### src/rtl/rtc_bus_sequencer.sv
// Single-byte read/write sequencer for a multiplexed-bus RTC chip.
// Runs address phase, inter-phase gap and data phase with programmable timing.
module rtc_bus_sequencer #(
  parameter int unsigned T_SETUP = 2,
  parameter int unsigned T_PULSE = 4,
  parameter int unsigned T_HOLD  = 2,
  parameter int unsigned T_GAP   = 4,
  parameter int unsigned CNT_W   = 4
) (
  input  logic       clk,
  input  logic       reset,
  input  logic       start,
  input  logic       rw,
  input  logic [7:0] addr,
  input  logic [7:0] wdata,
  output logic       busy,
  output logic       done,
  output logic [7:0] rdata,
  output logic       cs_n,
  output logic       ad,
  output logic       rd_n,
  output logic       wr_n,
  output logic [7:0] bus_out,
  output logic       bus_oe,
  input  logic [7:0] bus_in
);

  typedef enum logic [3:0] {
    IDLE, A_SETUP, A_STROBE, A_HOLD, GAP, D_SETUP, D_STROBE, D_HOLD, DONE
  } state_t;

  state_t           state_q, state_d;
  logic [CNT_W-1:0] cnt_q, cnt_d, lim_m1;
  logic             last;
  logic             rw_q;
  logic [7:0]       addr_q, wdata_q, addr_n;
  logic             lat_en, capture;
  logic             addr_ph, data_ph;

  logic             busy_d, done_d, cs_n_d, ad_d, rd_n_d, wr_n_d, bus_oe_d;
  logic [7:0]       bus_out_d, rdata_d;

  // Terminal count of the current timed state
  always_comb begin
    lim_m1 = '0;
    case (state_q)
      A_SETUP, D_SETUP:   lim_m1 = CNT_W'(T_SETUP - 1);
      A_STROBE, D_STROBE: lim_m1 = CNT_W'(T_PULSE - 1);
      A_HOLD, D_HOLD:     lim_m1 = CNT_W'(T_HOLD - 1);
      GAP:                lim_m1 = CNT_W'(T_GAP - 1);
      default:            lim_m1 = '0;
    endcase
  end

  assign last = (cnt_q == lim_m1);

  // Next-state and next-output logic; outputs are decoded from the next state
  always_comb begin
    state_d   = state_q;
    cnt_d     = '0;
    lat_en    = 1'b0;
    capture   = 1'b0;
    addr_n    = addr_q;
    busy_d    = 1'b0;
    done_d    = 1'b0;
    cs_n_d    = 1'b1;
    ad_d      = 1'b0;
    rd_n_d    = 1'b1;
    wr_n_d    = 1'b1;
    bus_oe_d  = 1'b0;
    bus_out_d = bus_out;
    rdata_d   = rdata;
    addr_ph   = 1'b0;
    data_ph   = 1'b0;

    case (state_q)
      IDLE: begin
        if (start) begin
          lat_en  = 1'b1;
          state_d = A_SETUP;
        end
      end
      A_SETUP:  if (last) state_d = A_STROBE; else cnt_d = cnt_q + CNT_W'(1);
      A_STROBE: if (last) state_d = A_HOLD;   else cnt_d = cnt_q + CNT_W'(1);
      A_HOLD:   if (last) state_d = GAP;      else cnt_d = cnt_q + CNT_W'(1);
      GAP:      if (last) state_d = D_SETUP;  else cnt_d = cnt_q + CNT_W'(1);
      D_SETUP:  if (last) state_d = D_STROBE; else cnt_d = cnt_q + CNT_W'(1);
      D_STROBE: begin
        if (last) begin
          state_d = D_HOLD;
          capture = rw_q;
        end else begin
          cnt_d = cnt_q + CNT_W'(1);
        end
      end
      D_HOLD:   if (last) state_d = DONE;     else cnt_d = cnt_q + CNT_W'(1);
      DONE:     state_d = IDLE;
      default:  state_d = IDLE;
    endcase

    if (lat_en) addr_n = addr;
    if (capture) rdata_d = bus_in;

    addr_ph = (state_d == A_SETUP) || (state_d == A_STROBE) || (state_d == A_HOLD);
    data_ph = (state_d == D_SETUP) || (state_d == D_STROBE) || (state_d == D_HOLD);

    busy_d = (state_d != IDLE);
    done_d = (state_d == DONE);
    cs_n_d = !(addr_ph || data_ph);
    ad_d   = data_ph;
    wr_n_d = !((state_d == A_STROBE) || ((state_d == D_STROBE) && !rw_q));
    rd_n_d = !((state_d == D_STROBE) && rw_q);

    // The address is always written; data is driven only on writes
    if (addr_ph) begin
      bus_oe_d  = 1'b1;
      bus_out_d = addr_n;
    end else if (data_ph && !rw_q) begin
      bus_oe_d  = 1'b1;
      bus_out_d = wdata_q;
    end
  end

  always_ff @(posedge clk) begin
    if (reset) begin
      state_q <= IDLE;
      cnt_q   <= '0;
      rw_q    <= 1'b0;
      addr_q  <= 8'h00;
      wdata_q <= 8'h00;
      busy    <= 1'b0;
      done    <= 1'b0;
      rdata   <= 8'h00;
      cs_n    <= 1'b1;
      ad      <= 1'b0;
      rd_n    <= 1'b1;
      wr_n    <= 1'b1;
      bus_out <= 8'h00;
      bus_oe  <= 1'b0;
    end else begin
      state_q <= state_d;
      cnt_q   <= cnt_d;
      if (lat_en) begin
        rw_q    <= rw;
        addr_q  <= addr;
        wdata_q <= wdata;
      end
      busy    <= busy_d;
      done    <= done_d;
      rdata   <= rdata_d;
      cs_n    <= cs_n_d;
      ad      <= ad_d;
      rd_n    <= rd_n_d;
      wr_n    <= wr_n_d;
      bus_out <= bus_out_d;
      bus_oe  <= bus_oe_d;
    end
  end

endmodule

### config.mk
export PLATFORM = sky130hd
export DESIGN_NAME = rtc_bus_sequencer
export DESIGN_NICKNAME = d
export VERILOG_FILES = /design/src/rtl/rtc_bus_sequencer.sv
export SDC_FILE = /design/constraint.sdc
export NUM_CORES = 1
export LEC_CHECK = 0
export CAP_MARGIN = 30
export CELL_PAD_IN_SITES_DETAIL_PLACEMENT = 1
export CELL_PAD_IN_SITES_GLOBAL_PLACEMENT = 1
export CORE_ASPECT_RATIO = 0.5
export CORE_UTILIZATION = 34
export DETAILED_ROUTE_END_ITERATION = 7
export GPL_TIMING_DRIVEN = 0
export PLACE_DENSITY_LB_ADDON = 0.1
export SLEW_MARGIN = 10
export SYNTH_ARGS = -nofsm -noshare
export SYNTH_HDL_FRONTEND = slang
export SYNTH_SLANG_ARGS = --single-unit
### constraint.sdc
create_clock -name clk -period 2 [get_ports clk]
set_clock_uncertainty 0.2 [all_clocks]
set_input_delay 0.4 -clock clk [delete_from_list [all_inputs] [get_ports clk]]
set_output_delay 0.4 -clock clk [all_outputs]
set_load 0.01 [all_outputs]
==> run metrics, run 1 <==
failing checks negative setup slack; Max Root-Sink Buffers 2; worst path cell trace buf_6, or3_4, nor3_4, buf_12, mux2_2, mux2i_2, o22ai_2; share of synthesized registers carrying an async set or reset 0%; Post-Syn Area 0.002195 mm^2; worst reg2reg path endpoint bus_out[4]; cells after synthesis 227; Yosys cell types 45; RSZ-0062 raised after global routing yes; first-pass GRT wire length 9756 um; DR pass1 iterations 4; FP Rows 20; Worst Max-Slew Pin Slew 0.6271 ns; maxcap violations 0; Hold EP wdata_q[6]; min Tclk post-route 2.084 ns; reg2reg start state_q[2]; die area 0.006800 mm^2; register area share after synthesis 43.79%; CP Capture Type flip-flop; Int Pwr 1834 uW; Reg power frac 41.9%; largest net degree at the start of global routing 17; port bufs 49; R2R cell count 7; hold-critical path depth 2; total gr overflow 0; vias 1,839; drt initial violations 59; synthesis warning total 0; Final period util 104.2%; Critical Path RT 1.99 ns; crit path buf inv count 2; initial antenna violation count 0; final cell count without fillers 382; Hold Path Class flip-flop to flip-flop; EDFF count, synth 0; Power Dens Cells 765.6 mW/mm^2; # placed instances 364; NetSw 611.8 uW; Top Ports 51; n_diodes 0; CTS root buffer clkbuf_16; post-layout util 51.89%; number of global-route vias before repair 1,955; switching share of power 25.02%; CTS tree yes; Clk pwr share 40.3%; outcome finished, violations left; Die H 58.81 um; cell family with most CP delay simple AND/OR/NAND/NOR gates; register area 967.2 um^2; syn nets 256; Worst path max stage delay 0.37 ns; Layout area overhead 45.55%; maximum VDD drop 346.8 uV; Die Wd 115.6 um; Fmax achieved 479.9 MHz; clk sinks 48; fraction of layout cells with a size suffix above 1 23.81%; startpoint types flip-flop; cts bufs inserted 5; area of the multi-input gates 0.001214 mm^2; Post-CTS Hold Buffers 0; CP max-delay cell or3_4; leakage 0.001188 uW; H-tree levels 2; Tot GR Track Use 19.50%; CP max FO 9; FF-to-FF setup slack -0.08 ns; worst setup margin -0.08363 ns; Routed Antenna Nets 0; Syn Area/Cell 9.668 um^2; DR vias/cell 4.814; Final HPWL DP 4018 um; min-delay src wdata_q[6]; setup violators final 7; Fill cells 705; core footprint 0.006156 mm^2; Nets 322; CTS clock-pin slew for the worst setup and hold paths 0.07 ns; routability congestion estimate from global placement 0.8314; wire length per cell 15.63 um; post-synthesis register bit count 48; Initial Util 35.65%; Skew-Pair Late Insertion Delay 0.30 ns; DRC Markers 0; max-slew violation count 0; critical path class flip-flop to flip-flop; critical path data arrival time 2.07 ns; Rel. slew slack 58.19%; final wirelength 5971 um; Logic pwr share 17.8%; final hold vios 0; Primary FF master, synth dfxtp_1
-- flip-flops by register name, summed over array words and instances, names as in the netlist --
register  cells
busy          1
rw_q          1
addr_q        8
done          1
wr_n          1
bus_out       8
state_q       4
rd_n          1
ad            1
wdata_q       8
cs_n          1
cnt_q         4
rdata         8
bus_oe        1
-- per-stage QoR --
stage | worst slack, ns | instance area, um^2 | hold WS, ns | TNS, ns | power, uW
floorplan | -0.002375 | 2210 | 0.2360 | -0.01187 | 1267
global placement | -0.6016 | 2810 | 0.2461 | -14.92 | 1404
detailed placement | -0.5987 | 2810 | 0.2558 | -15.71 | 1417
CTS | -0.1081 | 3146 | 0.2658 | -1.110 | 2450
global route | -0.1391 | 3194 | 0.2930 | -1.474 | 2544
finish | -0.08363 | 3194 | 0.2612 | -0.3875 | 2445
-- layer usage --
| metal | global-route usage, % | part of all wire, % | up-vias |
|---|---|---|---|
| met5 | 0 | 0 | - |
| met4 | 6.044 | 1.6 | 0 |
| met3 | 5.252 | 2.9 | 9 |
| met2 | 33.70 | 49 | 24 |
| met1 | 24.09 | 47 | 900 |
| li1 | - | - | 906 |
-- worst max path at each step --
stage                           from    endpoint  cells after the start
after floorplan           state_q[2]  bus_out[2]                      6
after global routing      state_q[2]  bus_out[3]                      7
after global placement         start  bus_out[4]                      6
after CTS                 state_q[2]  bus_out[7]                      7
final                     state_q[2]  bus_out[4]                      7
after detailed placement       start  bus_out[0]                      4
-- placed cells by master (no fill, tap or decap), drive strengths merged, types with 2 or more instances in the layout --
cell type      synthesis  final
clkdlybuf4s50          0     48
dfxtp                 48     48
nand2b                28     28
nand2                 22     22
buf                   10     22
mux2i                 16     16
nor2                  12     12
a21oi                 11     11
o22ai                  9      9
clkbuf                 6      9
nor2b                  8      8
mux2                   8      8
nor3                   7      7
nand3                  5      5
inv                    4      4
xor2                   4      4
o21a                   2      2
a31oi                  2      2
or3b                   2      2
xnor2                  2      2
clkinv                 0      2
or3                    2      2
nor4b                  2      2
nor4                   2      2
o21ai                  2      2
a21o                   2      2
-- cell families after synthesis --
| group | synth area share [%] |
|---|---|
| AOI/OAI and AO/OA | 12.54 |
| muxes | 11.40 |
| buffers and inverters | 4.789 |
| xor gates and xnor gates | 2.395 |
| DFF | 43.79 |
| adders and majority gates | 0.5700 |
| and+or+nand+nor | 24.52 |
-- cell type report --
type / count / area share (%)
plain buffers: 14 / 2.977
clock buffers: 5 / 3.917
clock inverters: 3 / 1.488
inverters: 4 / 0.4700
multi-input cells: 159 / 37.99
flip-flops and latches: 48 / 30.28
well taps: 88 / 3.447
repair buffers: 61 / 19.43
-- power by group through the flow --
stage	clock network (uW)	registers (uW)	logic (uW)
2_1_floorplan	0	1050	218
3_3_place_gp	0	1040	361
3_5_place_dp	0	1050	372
4_1_cts	1000	1030	421
5_1_grt	1040	1030	471
6_report	985	1030	435
-- Yosys cell counts (2+ instances only) --
cell / count / share of area, %
nand3_1: 5 / 1.1
buf_6: 3 / 1.5
mux2_2: 8 / 4.1
dfxtp_1: 48 / 44
buf_1: 3 / 0.51
xor2_1: 4 / 1.6
a31oi_1: 2 / 0.57
o21a_1: 2 / 0.68
o22ai_2: 7 / 4.0
nor2b_1: 8 / 2.3
xnor2_1: 2 / 0.80
buf_2: 3 / 0.68
nor2_1: 12 / 2.1
nor3_1: 6 / 1.4
a21oi_1: 11 / 2.5
inv_1: 4 / 0.68
clkbuf_1: 6 / 1.0
o22ai_1: 2 / 0.57
o21ai_0: 2 / 0.46
nand2_1: 22 / 3.8
mux2i_1: 16 / 7.3
nand2b_1: 28 / 8.0
-- worst min-delay path: stages, from the launching register on --
cell	delay, ns
dfxtp_1	0.31
nand2_1	0.05
a21oi_1	0.05
-- repair_timing --
item,4_1_cts,5_1_grt
endpoints found under the setup margin,35,37
gates resized for setup,14,17
buffers inserted,11,1
pin swaps,6,3
Note: power is estimated with default switching activity, not from simulation.
==> inputs of run 2 (changes only) <==
--- a/config.mk
+++ b/config.mk
@@ -9,7 +9,9 @@
 export CELL_PAD_IN_SITES_DETAIL_PLACEMENT = 1
 export CELL_PAD_IN_SITES_GLOBAL_PLACEMENT = 1
 export CORE_ASPECT_RATIO = 0.5
-export CORE_UTILIZATION = 34
+export CORE_UTILIZATION = 39
+export CTS_BUF_LIST = sky130_fd_sc_hd__clkbuf_4 sky130_fd_sc_hd__clkbuf_8
+export CTS_CLUSTER_SIZE = 30
 export DETAILED_ROUTE_END_ITERATION = 7
 export GPL_TIMING_DRIVEN = 0
 export PLACE_DENSITY_LB_ADDON = 0.1
==> constraint.sdc (replaced) <==
create_clock -name clk -period 1.95 [get_ports clk]
set_clock_uncertainty 0.2 [all_clocks]
set_input_delay 0.39 -clock clk [delete_from_list [all_inputs] [get_ports clk]]
set_output_delay 0.39 -clock clk [all_outputs]
set_load 0.01 [all_outputs]
==> run metrics, run 2 (synthesis results as in run 1) <==
Int Pwr 1574 uW (-14%); Fill cells 564 (-20%); first-pass GRT wire length 9287 um (-4.8%); most frequent cells in the layout clkdlybuf4s50_1, dfxtp_1, nand2b_1; FP Rows 18 (-10%); routability congestion estimate from global placement 0.8188 (-1.5%); leading cell type in the layout, fill and taps excluded clkdlybuf4s50_1; maximum VDD drop 342.7 uV (-1.2%); Top Ports 51 (unchanged); Hold EP wdata_q[0]; Reg power frac 48.9% (+7.0 points); worst reg2reg path endpoint bus_out[2]; outcome finished, violations left; CTS clock-pin slew for the worst setup and hold paths 0.09 ns (+0.02 ns); Logic pwr share 22.0% (+4.2 points); CP max-delay cell or3_4; number of global-route vias before repair 1,976 (+1.1%); largest net degree at the start of global routing 15 (-2); worst hold slack 0.2712 ns (+0.01007 ns); cts bufs inserted 5 (unchanged); area of the multi-input gates 0.001279 mm^2 (+5.4%); Worst Max-Slew Pin Slew 0.7106 ns (+0.08351 ns); hold-critical path depth 2 (unchanged); vias 1,878 (+2.1%); Nets 326 (+1.2%); max-slew violation count 0 (unchanged); register area 968.4 um^2 (+0.13%); Critical Path RT 1.95 ns (-0.04 ns); drt initial violations 57 (-3.4%); Rel. slew slack 52.51% (-5.7 points); Die H 55.05 um (-6.4%); FF-to-FF setup slack -0.10 ns (-0.02 ns); Setup TNS -0.7537 ns (-0.3661 ns); H-tree levels 2 (unchanged); Final Power 2160 uW (-12%); Layout area overhead 46.18%; final wirelength 6110 um (+2.3%); n_diodes 0 (unchanged); CP max FO 8 (-1); Skew-Pair Late Insertion Delay 0.30 ns (about the same); die area 0.005950 mm^2 (-13%); port bufs 49 (unchanged); DR pass1 iterations 4 (unchanged); DRC Markers 0 (unchanged); min-delay src wdata_q[0]; worst path cell trace buf_6, or3_4, nor3_4, buf_12, mux2_4, mux2i_1, o22ai_2; CP Capture Type flip-flop; Max Root-Sink Buffers 2 (unchanged); Die Wd 108.1 um (-6.5%); worst setup margin -0.1038 ns (-0.02021 ns); maxcap violations 0 (unchanged); fraction of layout cells with a size suffix above 1 26.26% (+2.5 points); min Tclk post-route 2.054 ns (-0.02979 ns); final hold vios 0 (unchanged); CTS tree yes; wire length per cell 16.65 um (+6.5%); final non-filler cell area 0.003208 mm^2 (+0.43%); # placed instances 346 (-4.9%); reg2reg start state_q[2]; setup violators final 13 (+6); Fmax achieved 486.9 MHz (+1.5%); initial antenna violation count 0 (unchanged); leakage 0.001199 uW (+0.93%); Worst path max stage delay 0.37 ns (about the same); Clk pwr share 29.1% (-11 points); Final HPWL DP 4153 um (+3.4%); NetSw 585.9 uW (-4.2%); RSZ-0062 raised after global routing yes; DR vias/cell 5.117 (+6.3%); critical path data arrival time 2.05 ns (-0.02 ns); Hold Path Class flip-flop to flip-flop; Initial Util 42.55% (+6.9 points); startpoint types flip-flop; Routed Antenna Nets 0 (unchanged); total gr overflow 0 (unchanged); failing checks negative setup slack; clk sinks 48 (unchanged); core footprint 0.005157 mm^2 (-16%); R2R cell count 7 (unchanged); critical path class flip-flop to flip-flop; Post-DP Area 0.002801 mm^2 (-0.31%); Tot GR Track Use 21.24% (+1.7 points); final cell count without fillers 367 (-3.9%); switching share of power 27.13% (+2.1 points); CTS root buffer clkbuf_8; Power Dens Cells 673.2 mW/mm^2 (-12%); Final period util 105.3% (+1.1 points)
[run 2: changes by cell type in the layout (fill, tap and decap cells not counted), moves of 2 or more]
cell       change
buf_2          -2
buf_4          +2
clkbuf_16      -5
clkbuf_4       +3
clkbuf_8       +6
mux2_2         -5
mux2_4         +5
mux2i_2        -2
mux2i_4        +2
[run 2: layout make-up]
type,count,share of cell area [%]
Buffer,13,2.847
Clock buffer,6,2.574
Clock inverter,1,0.2730
Inverter,4,0.4680
Multi-Input combinational cell,159,39.86
Sequential cell,48,30.19
Tap cell,70,2.730
Timing Repair Buffer,66,21.06
[run 2: routing by layer]
metal | share of wire [%] | up-vias | global-route usage (%)
met5 | 0 | - | 0
met1 | 46 | 919 | 25.02
li1 | - | 920 | -
met2 | 51 | 31 | 39.38
met4 | 1.2 | 0 | 7.306
met3 | 2.6 | 8 | 4.918
[run 2: worst max-delay path by stage]
stage                    start    endpoint
floorplan           state_q[2]  bus_out[2]
global placement         start  bus_out[4]
detailed placement       start  bus_out[4]
CTS                 state_q[2]  bus_out[7]
global route        state_q[2]  bus_out[2]
finish              state_q[2]  bus_out[2]
[run 2: power by group through the flow]
stage | clock network (uW) | logic, uW | registers [uW]
3_3_place_gp | 0 | 368 | 1070
5_1_grt | 688 | 506 | 1060
2_1_floorplan | 0 | 227 | 1080
3_5_place_dp | 0 | 381 | 1070
4_1_cts | 642 | 431 | 1050
6_report | 628 | 474 | 1060
[run 2: critical path: cells and delay by family (launching register included)]
kind | cells | cell delay, ns
simple gates | 2 | 0.54
mux | 2 | 0.50
flops | 1 | 0.33
buf+inv | 2 | 0.28
compound gates | 1 | 0.10
[run 2: timing repair]
action                                  in CTS  in global routing
endpoints found under the hold margin        0                  0
pin swaps                                    7                  6
endpoints found under the setup margin      36                 39
buffers inserted                             8                  8
hold buffers                                 0                  0
gates resized for setup                     20                 24
gates cloned                                 0                  1
[run 2: through the flow]
step,worst slack [ns],utilization [%]
2_1_floorplan,-0.05211,-
3_3_place_gp,-0.6455,54.32
3_5_place_dp,-0.6969,54.32
4_1_cts,-0.1657,59.17
5_1_grt,-0.1593,62.20
6_report,-0.1038,62.20
